<file path="src/rtl/dx_hazard_if.sv">
// dx_hazard_if
//   Bundle of the decode-stage request signals and the pipeline control
//   responses exchanged between the FD/X stages and dx_hazard_ctrl.
//
//   master : drives the decode-stage instruction fields, br_taken, mem_stall;
//            observes pc_stall/fd_stall/dx_bubble/fd_flush/hazard_cnt.
//   slave  : the hazard controller (opposite directions).
//
//   REG_AW : register address width
//   CNT_W  : hazard stall counter width
interface dx_hazard_if #(
  parameter int REG_AW = 3,
  parameter int CNT_W  = 8
);
  logic              fd_valid;
  logic [REG_AW-1:0] fd_rs;
  logic              fd_rs_used;
  logic [REG_AW-1:0] fd_rt;
  logic              fd_rt_used;
  logic              fd_wr_en;
  logic [REG_AW-1:0] fd_wr_reg;
  logic              fd_is_load;
  logic              br_taken;
  logic              mem_stall;

  logic              pc_stall;
  logic              fd_stall;
  logic              dx_bubble;
  logic              fd_flush;
  logic [CNT_W-1:0]  hazard_cnt;

  modport master (
    output fd_valid, fd_rs, fd_rs_used, fd_rt, fd_rt_used,
           fd_wr_en, fd_wr_reg, fd_is_load, br_taken, mem_stall,
    input  pc_stall, fd_stall, dx_bubble, fd_flush, hazard_cnt
  );

  modport slave (
    input  fd_valid, fd_rs, fd_rs_used, fd_rt, fd_rt_used,
           fd_wr_en, fd_wr_reg, fd_is_load, br_taken, mem_stall,
    output pc_stall, fd_stall, dx_bubble, fd_flush, hazard_cnt
  );
endinterface

</file>
<file path="src/rtl/dx_hazard_ctrl.sv">
// dx_hazard_ctrl
//   Control end of the decode->execute pipeline register. Keeps a 3-slot
//   scoreboard of in-flight register writers (DX, XM, MW), detects RAW
//   hazards against the decode-stage sources and decides whether the FD
//   instruction advances, is held (bubble into DX) or is flushed.
//
// Ports
//   clk        : clock, rising edge
//   rst        : synchronous active-low reset
//   hz (slave) : decode-stage fields, br_taken, mem_stall in;
//                pc_stall, fd_stall, dx_bubble, fd_flush, hazard_cnt out
//
// Parameters
//   REG_AW : register address width (must match the interface instance)
//   CNT_W  : width of the saturating hazard stall counter
//
// Build option
//   DX_HAZARD_FORWARDING_EN : execute forwards from XM and MW, so only a
//   load sitting in DX causes a (single-cycle) stall. Undefined: any
//   writer in DX or XM stalls the dependent instruction.
module dx_hazard_ctrl #(
  parameter int REG_AW = 3,
  parameter int CNT_W  = 8
) (
  input logic       clk,
  input logic       rst,
  dx_hazard_if.slave hz
);

  typedef struct packed {
    logic              valid;
    logic [REG_AW-1:0] wr_reg;
    logic              is_load;
  } slot_t;

  slot_t            dx_q, dx_d;
  slot_t            xm_q, xm_d;
  slot_t            mw_q, mw_d;
  logic [CNT_W-1:0] hazard_cnt_q, hazard_cnt_d;

  logic             match_dx;
  logic             raw_haz;
  logic             pc_stall;
  logic             fd_stall;
  logic             dx_bubble;
  logic             fd_flush;

  function automatic logic src_match(
    input slot_t             s,
    input logic              rs_used,
    input logic [REG_AW-1:0] rs,
    input logic              rt_used,
    input logic [REG_AW-1:0] rt
  );
    return s.valid && ((rs_used && (rs == s.wr_reg)) ||
                       (rt_used && (rt == s.wr_reg)));
  endfunction

  // MW is never compared: the register file bypasses a same-cycle write to
  // the read port. The slot is still tracked so the scoreboard mirrors the
  // pipe, which keeps it easy to probe in simulation.
  logic mw_unused;
  assign mw_unused = ^mw_q;

  assign match_dx = src_match(dx_q, hz.fd_rs_used, hz.fd_rs,
                              hz.fd_rt_used, hz.fd_rt);

`ifdef DX_HAZARD_FORWARDING_EN
  // Only load-use remains: the loaded value is not available until after MEM.
  assign raw_haz = hz.fd_valid && match_dx && dx_q.is_load;
`else
  logic match_xm;
  assign match_xm = src_match(xm_q, hz.fd_rs_used, hz.fd_rs,
                              hz.fd_rt_used, hz.fd_rt);
  assign raw_haz  = hz.fd_valid && (match_dx || match_xm);
`endif

  always_comb begin
    pc_stall     = 1'b0;
    fd_stall     = 1'b0;
    dx_bubble    = 1'b0;
    fd_flush     = 1'b0;
    dx_d         = dx_q;
    xm_d         = xm_q;
    mw_d         = mw_q;
    hazard_cnt_d = hazard_cnt_q;

    if (!rst) begin
      // outputs stay 0; the register block clears state on this edge
    end else if (hz.mem_stall) begin
      // whole pipe frozen, including any pending redirect
      pc_stall = 1'b1;
      fd_stall = 1'b1;
    end else begin
      mw_d = xm_q;
      xm_d = dx_q;
      if (hz.br_taken) begin
        // the FD instruction is on the wrong path, so its hazard is moot
        fd_flush  = 1'b1;
        dx_bubble = 1'b1;
        dx_d      = '0;
      end else if (raw_haz) begin
        pc_stall  = 1'b1;
        fd_stall  = 1'b1;
        dx_bubble = 1'b1;
        dx_d      = '0;
        if (hazard_cnt_q != {CNT_W{1'b1}}) begin
          hazard_cnt_d = hazard_cnt_q + CNT_W'(1);
        end
      end else begin
        dx_d.valid   = hz.fd_valid && hz.fd_wr_en;
        dx_d.wr_reg  = hz.fd_wr_reg;
        dx_d.is_load = hz.fd_valid && hz.fd_wr_en && hz.fd_is_load;
      end
    end
  end

  always_ff @(posedge clk) begin
    if (!rst) begin
      dx_q         <= '0;
      xm_q         <= '0;
      mw_q         <= '0;
      hazard_cnt_q <= '0;
    end else begin
      dx_q         <= dx_d;
      xm_q         <= xm_d;
      mw_q         <= mw_d;
      hazard_cnt_q <= hazard_cnt_d;
    end
  end

  assign hz.pc_stall   = pc_stall;
  assign hz.fd_stall   = fd_stall;
  assign hz.dx_bubble  = dx_bubble;
  assign hz.fd_flush   = fd_flush;
  assign hz.hazard_cnt = hazard_cnt_q;

endmodule

</file>
<file path="src/flat_wrapper.sv">
// flat-port wrapper written by rule: the top's interface ports become plain ports
module dx_hazard_ctrl_flat 
#(
  parameter int REG_AW = 3,
  parameter int CNT_W  = 8
)
  (clk, rst, hz_fd_valid, hz_fd_rs, hz_fd_rs_used, hz_fd_rt, hz_fd_rt_used, hz_fd_wr_en, hz_fd_wr_reg, hz_fd_is_load, hz_br_taken, hz_mem_stall, hz_pc_stall, hz_fd_stall, hz_dx_bubble, hz_fd_flush, hz_hazard_cnt);
  dx_hazard_if #(.REG_AW(REG_AW), .CNT_W(CNT_W)) hz_i ();
  input logic clk;
  input logic rst;
  input wire logic [$bits(hz_i.fd_valid)-1:0] hz_fd_valid;
  input wire logic [$bits(hz_i.fd_rs)-1:0] hz_fd_rs;
  input wire logic [$bits(hz_i.fd_rs_used)-1:0] hz_fd_rs_used;
  input wire logic [$bits(hz_i.fd_rt)-1:0] hz_fd_rt;
  input wire logic [$bits(hz_i.fd_rt_used)-1:0] hz_fd_rt_used;
  input wire logic [$bits(hz_i.fd_wr_en)-1:0] hz_fd_wr_en;
  input wire logic [$bits(hz_i.fd_wr_reg)-1:0] hz_fd_wr_reg;
  input wire logic [$bits(hz_i.fd_is_load)-1:0] hz_fd_is_load;
  input wire logic [$bits(hz_i.br_taken)-1:0] hz_br_taken;
  input wire logic [$bits(hz_i.mem_stall)-1:0] hz_mem_stall;
  output wire logic [$bits(hz_i.pc_stall)-1:0] hz_pc_stall;
  output wire logic [$bits(hz_i.fd_stall)-1:0] hz_fd_stall;
  output wire logic [$bits(hz_i.dx_bubble)-1:0] hz_dx_bubble;
  output wire logic [$bits(hz_i.fd_flush)-1:0] hz_fd_flush;
  output wire logic [$bits(hz_i.hazard_cnt)-1:0] hz_hazard_cnt;
  assign hz_i.fd_valid = hz_fd_valid;
  assign hz_i.fd_rs = hz_fd_rs;
  assign hz_i.fd_rs_used = hz_fd_rs_used;
  assign hz_i.fd_rt = hz_fd_rt;
  assign hz_i.fd_rt_used = hz_fd_rt_used;
  assign hz_i.fd_wr_en = hz_fd_wr_en;
  assign hz_i.fd_wr_reg = hz_fd_wr_reg;
  assign hz_i.fd_is_load = hz_fd_is_load;
  assign hz_i.br_taken = hz_br_taken;
  assign hz_i.mem_stall = hz_mem_stall;
  assign hz_pc_stall = hz_i.pc_stall;
  assign hz_fd_stall = hz_i.fd_stall;
  assign hz_dx_bubble = hz_i.dx_bubble;
  assign hz_fd_flush = hz_i.fd_flush;
  assign hz_hazard_cnt = hz_i.hazard_cnt;
  dx_hazard_ctrl #(.REG_AW(REG_AW), .CNT_W(CNT_W)) u_core (.clk(clk), .rst(rst), .hz(hz_i));
endmodule
</file>
<file path="config.mk">
export PLATFORM = sky130hd
export DESIGN_NAME = dx_hazard_ctrl_flat
export DESIGN_NICKNAME = d
export VERILOG_FILES = /design/src/rtl/dx_hazard_if.sv /design/src/rtl/dx_hazard_ctrl.sv /design/src/flat_wrapper.sv
export SDC_FILE = /design/constraint.sdc
export NUM_CORES = 1
export LEC_CHECK = 0
export CORE_MARGIN = 5
export CORE_UTILIZATION = 45
export DETAILED_ROUTE_END_ITERATION = 8
export PLACE_DENSITY = 0.86
export SYNTH_ARGS = -nofsm -noshare
export SYNTH_HDL_FRONTEND = slang
export SYNTH_SLANG_ARGS = --single-unit
export TNS_END_PERCENT = 50
</file>
<file path="constraint.sdc">
create_clock -name clk -period 1.7 [get_ports clk]
set_input_delay 0.17 -clock clk [delete_from_list [all_inputs] [get_ports clk]]
set_output_delay 0.17 -clock clk [all_outputs]
set_load 0.01 [all_outputs]
</file>
==> metrics list, run 1 <==
- Full die area: between 0.003 and 0.004 mm2
- The worst setup path is captured at a primary output.
- Fmax: 509 MHz
- Global route overflow: 0
- At the end of the flow, the number of nets in the layout was 192.
- Pwr per Cell Area: 463 mW/mm2
- Data on the critical path is required at its endpoint by 1530 ps.
- Cell Area, Synth: a little under 0.001 mm2
- Of the post-synthesis cell area, the dominant cell type holds 0.327.
* Cell types with the largest area share after synthesis: dfxtp_1, xnor2_1, mux2i_1, nand4_1, and3_1
* Number of detailed-routing iterations run before antenna repair: 6
* Floorplan Core Area: between 0.002 and 0.0025 mm2
- Including well taps, the total number of placed cells is 190.
- Via density per instance: roughly 5.7
- In this run the critical register-to-register path is launched from u_core.xm_q[2].
* Skew-Pair Late Insertion Delay: about 300 ps
* Global-route usage over all layers: 0.219
- Clk sink count: 16
- Final number of hold-violating endpoints: 0
- TritonCTS buffer count: 3
* Synth Instances: around 110
* Area growth from synthesis to final layout: 67.6%
- Setup slack on the worst reg-to-reg path comes out at roughly 20 ps.
- Clock-pin slew was measured on the worst setup and hold paths at ~100 ps.
* Result of the run: complete, but fails checks
* Synth Area per Inst: about 8.7 um2
- Between clock sinks in the finished design, the worst skew comes to 2.70 ps.
* Final period demand of the worst path: 1970 ps
* Routed wire per std cell: 17.8 um
* Post-route fraction of the period consumed by the critical path: 1.16
* Total number of yosys warnings: 0
- Overall via count from detail_route: between 1,000 and 1,500
* WP data arrival: 1800 ps
- The first routing iteration left 41 violations.
* Wire length of the first global-routing pass: ~5500 um
* Fraction of final layout cells with drive strength greater than 1: 0.386
- Die extent in x: ~57 um
- Detail Placement HPWL: between 2000 and 2500 um
- Final setup violation count: 3
- For this run, the register share of the synthesized area comes to 0.327.
- Entering global routing, the biggest net connects 21 pins.
- Tracing the worst setup path back leads to its startpoint at u_core.xm_q[2].
* Crit Reg-Reg Endpoint: u_core.hz.hazard_cnt[6]
- CTS tree: done
- VDD IR-drop max: ~0.00052 V
- Number of nets produced by synthesis: between 100 and 150
- RSZ-0062 raised after global routing: true
- Minimum setup slack after placement: -688 ps
- In this run, synthesis produced a sequential element count of 16.
* Height of the die: 56.6 um
* Initial core utilization: 0.484
* GP Congestion: between 0.8 and 0.9
- Non-filler cells in the finished layout: a little under 200
* Worst-case headroom to the max-slew limit: 0.786
- The tool flagged a number of max-cap violations equal to 0.
* Kind of start point of the critical path: flop
- Summed over all failing endpoints, the final setup total negative slack is -773 ps.
- On the final layout, the worst hold slack is roughly 460 ps.
- Number of antenna-violating nets in the routed design: 0
- The number of antenna diodes in the final layout is 0.
- For this run, design rule violations remaining after detail routing come to 0.
- The final number of max-transition violations was 0.
- The filler cells instantiated in the layout total about 110.
* Distinct cell type count of the synthesized netlist: 30
- The initial antenna violation count came to 0.
* Total number of placement rows: 16
* Root Buffer: clkbuf_4
- After layout, the worst setup slack is -265 ps.
- After clock tree synthesis, the flow added hold-fix buffers numbering 0.
* Number of buffers on the longest clock path: 2
- Total chip power: 760 uW
- The most critical setup path has its endpoint at hz_pc_stall.
- Worst min-delay path class: input pin to flop
- CTS H-Tree Depth: 1
- Total of buffers placed on input and output ports: 28
- Summed over all layers, the routed wires come to 3530 um.
* Yosys top cell by area: dfxtp_1
- At the pin with the least slew margin, the transition time is approximately 320 ps.
- Pin placement for this block handled 30 I/O pins.
- The via count of the first global-routing pass is 1,192.
* Path type of the worst setup path: flop to primary output
- In this run the static leakage power is 0.716 nW.
* R2r worst-path depth: 9
- Maximum fanout along the worst path: 3
* Violated checks: setup timing
[synth_stat cells, drive strengths merged]
library cell	n
dfxtp	16
xnor2	12
mux2i	10
a21oi	8
nand2	8
nand4	7
nor2	7
o21ai	7
and3	6
nand2b	6
nand3	4
a211oi	3
a41o	3
a211o	2
and4	2
buf	2
clkbuf	2
inv	2
a21o	1
a31o	1
clkinv	1
ha	1
nor3	1
o211ai	1
[sequential cells by signal, summed over array words and instances, names as in the netlist]
register and count:
u_core.hz.hazard_cnt 8, u_core.dx_q 4, u_core.xm_q 4
[layout by cell type, fill, tap and decap left out, types with 3 or more instances in the layout]
cell             instances
o21ai_2                  4
a21oi_2                  5
dfxtp_4                  5
xnor2_2                  6
nor2_1                   5
xnor2_1                  5
nand2b_1                 6
clkbuf_4                 3
nand2_1                  8
a41o_1                   3
and3_1                   6
buf_2                    3
clkdlybuf4s50_1         18
a21oi_1                  3
nand3_1                  4
dlygate4sd2_1            7
buf_4                   31
dfxtp_1                 10
mux2i_1                 10
nand4_1                  7
[cell families (layout without fill, tap and decap cells)]
logic type                 Yosys count  in the layout  synth area share
and+or+nand+nor                     41             41             0.225
buffers and inverters                7             65            0.0307
DFF                                 16             16             0.327
AOI/OAI and AO/OA                   26             26             0.194
xor gates and xnor gates            12             12             0.107
muxes                               10             10             0.102
adders and majority gates            1              1            0.0128
[per-layer routing]
layer	up-vias	GRT usage	wire length (um)
met1	533	0.251	1420
met4	0	0.108	130
met2	49	0.386	1820
met3	16	0.0367	164
li1	532	-	-
met5	-	0	0
[metrics by stage]
stage	cell area, um2	utilization
4_1_cts	1580	0.783
2_1_floorplan	978	-
3_3_place_gp	1470	0.726
6_report	1640	0.811
3_5_place_dp	1470	0.726
5_1_grt	1640	0.811
[final cells by class]
class	count	area [um2]	share of cell area
well taps	27	33.8	0.0206
inverters	3	11.3	0.00687
flip-flops and latches	16	340	0.207
repair buffers	59	489	0.298
clock buffers	3	22.5	0.0137
multi-input cells	90	743	0.453
[how the worst min path moves through the flow]
stage                       startpoint                       to  slack, ps  cells past startpoint
2_1_floorplan          hz_fd_wr_reg[0]           u_core.dx_q[1]        320                      1
3_3_place_gp            u_core.xm_q[4]           u_core.xm_q[4]        480                      2
3_5_place_dp   u_core.hz.hazard_cnt[6]  u_core.hz.hazard_cnt[6]        500                      2
4_1_cts                hz_fd_wr_reg[0]           u_core.dx_q[1]        470                      2
5_1_grt                hz_fd_wr_reg[0]           u_core.dx_q[1]        480                      2
6_report               hz_fd_wr_reg[2]           u_core.dx_q[3]        460                      2
[report_power, final]
part,internal (mW),switching (mW)
clock network,0.0827,0.136
registers,0.375,0.00840
logic,0.0867,0.0716
total,0.544,0.216
[worst max-delay path, cell delays in order (launching register included)]
cell     delay [ps]
dfxtp_4         380
xnor2_2         160
nand4_1         180
a21oi_2         230
buf_4           150
o21ai_2          60
a21oi_2         150
buf_2           160
[timing repair]
| action | CTS | global route |
|---|---|---|
| pin swaps | 15 | 7 |
| cloned | 0 | 0 |
| setup buffers | 4 | 2 |
| resized for setup | 42 | 10 |
| endpoints found under the setup margin | 4 | 11 |
No activity file was read; power rests on OpenSTA's default activity.
==> run 2: changes to the inputs <==
--- a/config.mk
+++ b/config.mk
@@ -7,2 +7,3 @@
 export LEC_CHECK = 0
+export CAP_MARGIN = 20
 export CORE_MARGIN = 5
==> constraint.sdc (replaced) <==
create_clock -name clk -period 1.7 [get_ports clk]
set_input_delay 0.255 -clock clk [delete_from_list [all_inputs] [get_ports clk]]
set_output_delay 0.255 -clock clk [all_outputs]
set_load 0.01 [all_outputs]
==> run 2 against run 1 <==
  * The run still ends with setup timing left
  * Worst hold slack improved by 53 ps
  * Routed wire length rose by 7.7%
  * Count of clock-buffer cells in the layout rose by 1
  * Critical endpoint is now hz_dx_bubble
  * Largest power group unchanged
==> metrics list, run 2 (synthesis results as in run 1) <==
* Result of the run: complete, but fails checks
- The checks that failed: setup timing.
- TritonCTS buffer count: 3 (unchanged)
- Non-filler cells in the finished layout: 196 (-1.0%)
- The maximum clock rate is 476 MHz (-6.5%).
- Post-route cell area: 0.00167 mm2 (+1.7%)
- Number of antenna-violating nets in the routed design: 0 (unchanged)
- The area of the multi-input gates is 772 um2 (+3.9%).
- The cell family contributing the most delay on the critical path is compound AO/OA/AOI/OAI gates.
- The critical path is of the flop to primary output type.
* Full die area: 0.00321 mm2 (unchanged)
- Global-route usage over all layers: 0.235 (+0.0159)
* Number of global-route vias before repair: 1,171 (-1.8%)
* Placement Cell Area: 0.00145 mm2 (-1.0%)
- Setup slack after layout: -402 ps (-136 ps)
* CTS tree: done
- CTS H-Tree Depth: 1 (unchanged)
- The detailed-route via count was 1,181 (+4.5%).
- The worst slew slack as a fraction of its limit was 0.762 (-0.0244).
- The maximum cell stage delay along the critical path is 380 ps (about the same).
- The initial antenna violation count came to 0 (unchanged).
- Maximum fanout along the worst path: 3 (unchanged)
- The antenna diode count came to 0 (unchanged).
- The clock slew at the register clock pins of the worst setup and hold paths was 100 ps (about the same).
- The number of detailed-route iterations in the first pass was 4 (-2).
* Post-route fraction of the period consumed by the critical path: 1.24 (+0.0802)
- CP Cell Sequence: xnor2_2 -> nand4_1 -> a21oi_4 -> nor2_4 -> a211oi_2 -> buf_2
* Most common library cell in the layout ignoring fill and taps: buf_4
- The number of max-cap violations came to 0 (unchanged).
- The clock period minus final worst setup slack came to 2100 ps (+136 ps).
- The initial core utilization is 0.484 (unchanged).
- The cell row count came to 16 (unchanged).
* Maximum number of pins on one net before global-route repair: 21 (unchanged)
* Final setup violation count: 9 (+6)
* DRC errors left: 0 (unchanged)
- The number of placed cells counting well taps was 188 (-1.1%).
- The net count of the finished layout is 189 (-1.6%).
- Wire length of the first global-routing pass: 5890 um (+7.3%)
- Data required time of the worst path: 1440 ps (-90 ps)
- Setup repair after global routing could not meet its margin everywhere.
* Final clock skew: 0.943 ps (-1.76 ps)
- Root Buffer: clkbuf_4
- Pwr per Cell Area: 488 mW/mm2 (+5.4%)
- Number of buffers added to fix hold violations after cts: 0 (unchanged)
- Floorplan Core Area: 0.00202 mm2 (unchanged)
* Register Area: 343 um2 (+0.74%)
- The first-iteration detailed-routing DRC count came to 80 (+95%).
- The vertical die dimension was 56.6 um (unchanged).
* Final core utilization: 0.825 (+0.0136)
- The final hold slack was 516 ps (+52.9 ps).
* Cell with the biggest individual delay on the critical path: dfxtp_4
- The number of hold violations in the final report is 0 (unchanged).
* Most frequent cells in the layout: buf_4, clkdlybuf4s50_1, xnor2_2
- Worst Setup End Kind: primary output
- The die outline width was 56.6 um (unchanged).
- Via density per instance: 6.03 (+5.6%)
- Pin slew with the least headroom to its limit: 356 ps (+36.6 ps)
* Skew-Pair Late Insertion Delay: 290 ps (about the same)
- The total wirelength of the detailed-routed design is 3800 um (+7.7%).
- Fraction of final layout cells with drive strength greater than 1: 0.402 (+0.0164)
- The number of fill cells in the layout was 127 (+12%).
- Number of I/O pins: 30 (unchanged)
- Routed wire per std cell: 19.4 um (+8.8%)
- The clock tree buffer depth is 2 (unchanged).
* GP Congestion: 0.844 (-2.0%)
* Max FFs per register: 8 (unchanged)
- The buffers plus inverters on the worst setup path is 1 (-1).
- Total of buffers placed on input and output ports: 28 (unchanged)
- Kind of start point of the critical path: flop
- Final-report max-slew violation count: 0 (unchanged)
- WP data arrival: 1850 ps (+50 ps)
- The reported leakage power came to 0.730 nW (+1.9%).
* Detail Placement HPWL: 2310 um (-3.5%)
* VDD IR-drop max: 0.000568 V (+8.8%)
* Area growth from synthesis to final layout: 70.5%
* Global route overflow: 0 (unchanged)
* Worst min-delay path class: flop to flop
* Clk sink count: 16 (unchanged)
## run 2: cell count changes in the layout (fill, tap and decap cells not counted), sizes merged
cell    before  now
buf         34   31
clkbuf       3    4
## run 2: report_power, final
part	total [mW]	internal [mW]	switching (mW)	leakage (nW)
clock	0.263	0.130	0.133	0.0210
combinational	0.168	0.0921	0.0761	0.575
sequential	0.383	0.374	0.00934	0.134
total	0.814	0.596	0.218	0.730
## run 2: worst paths after layout
kind / startpoint / to / slack (ps) / cells past startpoint
max reg2reg: u_core.dx_q[3] / u_core.hz.hazard_cnt[3] / -80 / 7
min reg2reg: u_core.hz.hazard_cnt[6] / u_core.hz.hazard_cnt[6] / 520 / 2
min: u_core.hz.hazard_cnt[6] / u_core.hz.hazard_cnt[6] / 520 / 2
max: u_core.xm_q[2] / hz_dx_bubble / -400 / 6
## run 2: final cells by class
type                       instances  share of cell area
sequential                        16               0.206
timing repair buffer              56               0.282
inverter                           3             0.00750
multi-input combinational         90               0.463
clock buffer                       4              0.0218
tap                               27              0.0203
## run 2: per-stage QoR
step	power [mW]	TNS, ps	setup WS [ps]
floorplan	0.452	0	6.19
global placement	0.529	-4930	-811
detailed placement	0.534	-5880	-887
CTS	0.795	-593	-191
global route	0.849	-2190	-493
finish	0.814	-1300	-402
## run 2: what timing repair did
item / CTS / global route
resized for setup: 41 / 16
pin swaps: 13 / 19
endpoints found under the setup margin: 5 / 10
buffers inserted: 4 / 2
cloned: 0 / 0
## run 2: tightest hold or removal path: cells and delay by family (launching register included)
kind / cells / cell delay, ps
DFF: 1 / 350
muxes: 1 / 60
and+or+nand+nor: 1 / 60
## run 2: per-layer routing
metal | up-vias | global-route usage | wire length, um
met2 | 76 | 0.416 | 2000
met3 | 16 | 0.0505 | 257
met1 | 555 | 0.268 | 1430
met5 | - | 0 | 0
met4 | 0 | 0.0983 | 119
li1 | 534 | - | -
==> run 3: changes to the inputs <==
- SETUP_SLACK_MARGIN: not set -> 0.2
==> run 3 against run 2 <==
  * Routed wire length down 3.6%
  * Power up 1.3%
  * Largest cell class unchanged
  * Clock skew up 2.5 ps
  * Critical path depth up 1
  * Maximum frequency up 2.5%
  * The flow still finishes with violations (setup timing)
  * Via count down 1.0%
  * Combinational power about the same
  * Non-clock buffer count up 5
  * Utilization up 1.2 points
  * Clock power up 4%
  * Sequential power about the same
==> metrics list, run 3 (synthesis results as in run 1) <==
- The number of levels the H-tree was split into came to 1 (unchanged).
- Cell family contributing the most delay on the critical path: compound AO/OA/AOI/OAI gates
* VDD IR-drop max: 0.000580 V (+2.2%)
- Detail Placement HPWL: 2290 um (-0.75%)
* Area growth from synthesis to final layout: 73.0%
* Total number of placement rows: 16 (unchanged)
* Worst R2R Setup Slack: -280 ps (-200 ps)
* Number of buffers on the longest clock path: 2 (unchanged)
- Final number of hold-violating endpoints: 0 (unchanged)
- TritonCTS built the clock tree.
- Top cell by count, worst path: a21oi_2
- The global-route wire length before repair came to 5380 um (-8.8%).
- The port buffer count is 28 (unchanged).
* Maximum fanout along the worst path: 3 (unchanged)
- The final number of max-transition violations is 0 (unchanged).
- The first-iteration detailed-routing DRC count came to 63 (-21%).
- Reported leakage power: 0.781 nW (+7.0%)
- The maximum cell stage delay along the critical path came to 390 ps (about the same).
- Buffers & Inverters on Critical Path: 2 (+1)
* Post-route fraction of the period consumed by the critical path: 1.21 (-0.0305)
* Post-layout nets: 194 (+2.6%)
- Most common library cell in the layout ignoring fill and taps: buf_4
* Number of global-route vias before repair: 1,142 (-2.5%)
* Number of I/O pins: 30 (unchanged)
* Sum of met2 wire segment lengths after detailed routing: 1890 um (-5.3%)
* Clk sink count: 16 (unchanged)
- WP data arrival: 1800 ps (-50 ps)
* Root Buffer: clkbuf_4
- The clock network latency to the later pin of the worst-skew pair came to 310 ps (+20 ps).
- Fraction of final layout cells with drive strength greater than 1: 0.448 (+0.0459)
- The number of detailed-route iterations in the first pass is 6 (+2).
- Max FFs per register: 8 (unchanged)
- DRC errors left: 0 (unchanged)
- Violated checks: setup timing
- Relative contribution of sequential cells to total power: 0.468 (-0.002)
- The combinational share of power is 0.201 (-0.006).
- Height of the die: 56.6 um (unchanged)
- The worst setup path is launched from a flop.
- The average routed wire per standard cell came to 18.2 um (-6.0%).
- The antenna diode count is 0 (unchanged).
- The post-layout instance count excluding filler cells is 201 (+2.6%).
- Uppermost layer routed: met4
- The signal on the critical path passes through xnor2_2 -> nand4_1 -> a21oi_2 -> buf_4 -> o21ai_4 -> a21oi_2 -> buf_2.
* Path type of the worst setup path: flop to primary output
- The number of max-cap violations was 0 (unchanged).
- The library cells used most frequently in the layout, excluding fill and tap cells, are buf_4, dlygate4sd2_1, clkdlybuf4s50_1.
* Met1 Wirelength: 1440 um (+1.1%)
- RSZ-0062 raised after global routing: true
- The total core area came to 0.00202 mm2 (unchanged).
- Total Wirelength: 3670 um (-3.6%)
- The areal power density over the cells is 487 mW/mm2 (-0.23%).
- The setup skew after layout came to 3.42 ps (+2.48 ps).
- The worst slew slack as a fraction of its limit came to 0.751 (-0.0111).
- The die outline width came to 56.6 um (unchanged).
- Clk pwr share: 0.331 (+0.008)
- The floorplan die area came to 0.00321 mm2 (unchanged).
* Via density per instance: 5.82 (-3.5%)
* Maximum number of pins on one net before global-route repair: 21 (unchanged)
* Initial core utilization: 0.484 (unchanged)
- Overall via count from detail_route: 1,169 (-1.0%)
- The maximum clock rate came to 488 MHz (+2.5%).
- Placed cell count: 187 (-0.53%)
* Net Switching: 225 uW (+3.1%)
- TritonCTS buffer count: 3 (unchanged)
- Final core utilization: 0.837 (+0.0124)
- Global-route usage over all layers: 0.217 (-0.0182)
- GP Congestion: 0.807 (-4.3%)
- The overall power after layout came to 825 uW (+1.3%).
* Cell with the biggest individual delay on the critical path: dfxtp_4
- Fraction of power spent switching nets: 0.273 (+0.00486)
* Result of the run: complete, but fails checks
- Worst min-delay path class: flop to flop
- The routed wire length on met3 is 209 um (-19%).
- Pin slew with the least headroom to its limit: 374 ps (+17.2 ps)
* Setup slack after layout: -350 ps (+51.8 ps)
- Final setup violation count: 9 (unchanged)
* Data required time of the worst path: 1440 ps (about the same)
- Number of antenna-violating nets in the routed design: 0 (unchanged)
- The clock period minus final worst setup slack is 2050 ps (-51.8 ps).
- Initial antenna violation count: 0 (unchanged)
* Global route overflow: 0 (unchanged)
* Worst Setup End Kind: primary output
- The clock slew at the register clock pins of the worst setup and hold paths was 100 ps (about the same).
* Internal Dissipation: 600 uW (+0.60%)
run 3: worst register-to-register path: stages, from the launching register on:
cell and delay [ps]:
dfxtp_4 390, xnor2_2 170, nand4_1 190, buf_4 190, buf_6 100, buf_6 100, buf_6 110, a211o_4 330
a21oi_2 150, mux2i_1 190
run 3: timing repair:
item / in CTS / in global routing
pin swaps: 24 / 14
gates resized for setup: 52 / 10
hold buffers: 0 / 0
setup buffers: 8 / 2
setup endpoints to repair: 22 / 17
run 3: power by group through the flow:
stage | Combinational, mW | Sequential (mW) | Clock (mW)
floorplan | 0.0617 | 0.394 | 0
global placement | 0.140 | 0.395 | 0
detailed placement | 0.145 | 0.396 | 0
CTS | 0.155 | 0.385 | 0.272
global route | 0.174 | 0.387 | 0.286
finish | 0.166 | 0.386 | 0.273
run 3: area by class of cell:
type	count	area (um2)
Fill cell	116	329
Sequential cell	16	338
Inverter	3	12.5
Clock buffer	4	36.3
Multi-Input combinational cell	90	762
Timing Repair Buffer	61	510
Tap cell	27	33.8
run 3: final timing paths:
kind / startpoint / endpoint / cells after the start
setup / recovery: u_core.xm_q[3] / hz_fd_stall / 7
hold / removal: u_core.hz.hazard_cnt[6] / u_core.hz.hazard_cnt[6] / 2
setup reg to reg: u_core.xm_q[3] / u_core.hz.hazard_cnt[3] / 9
hold reg to reg: u_core.hz.hazard_cnt[6] / u_core.hz.hazard_cnt[6] / 2
run 3: per-stage QoR:
step	TNS [ps]	setup slack [ps]	area [um2]	hold WS, ps
5_1_grt	-3010	-420	1690	544
3_5_place_dp	-4870	-715	1470	508
3_3_place_gp	-4430	-709	1470	480
4_1_cts	-756	-220	1630	500
2_1_floorplan	0	175	1000	406
6_report	-2410	-350	1690	498
run 3: per-layer routing:
metal  GRT usage  vias up
met5           0        -
met4      0.0915        0
met3      0.0459       17
met2       0.375       70
met1       0.255      545
li1            -      537
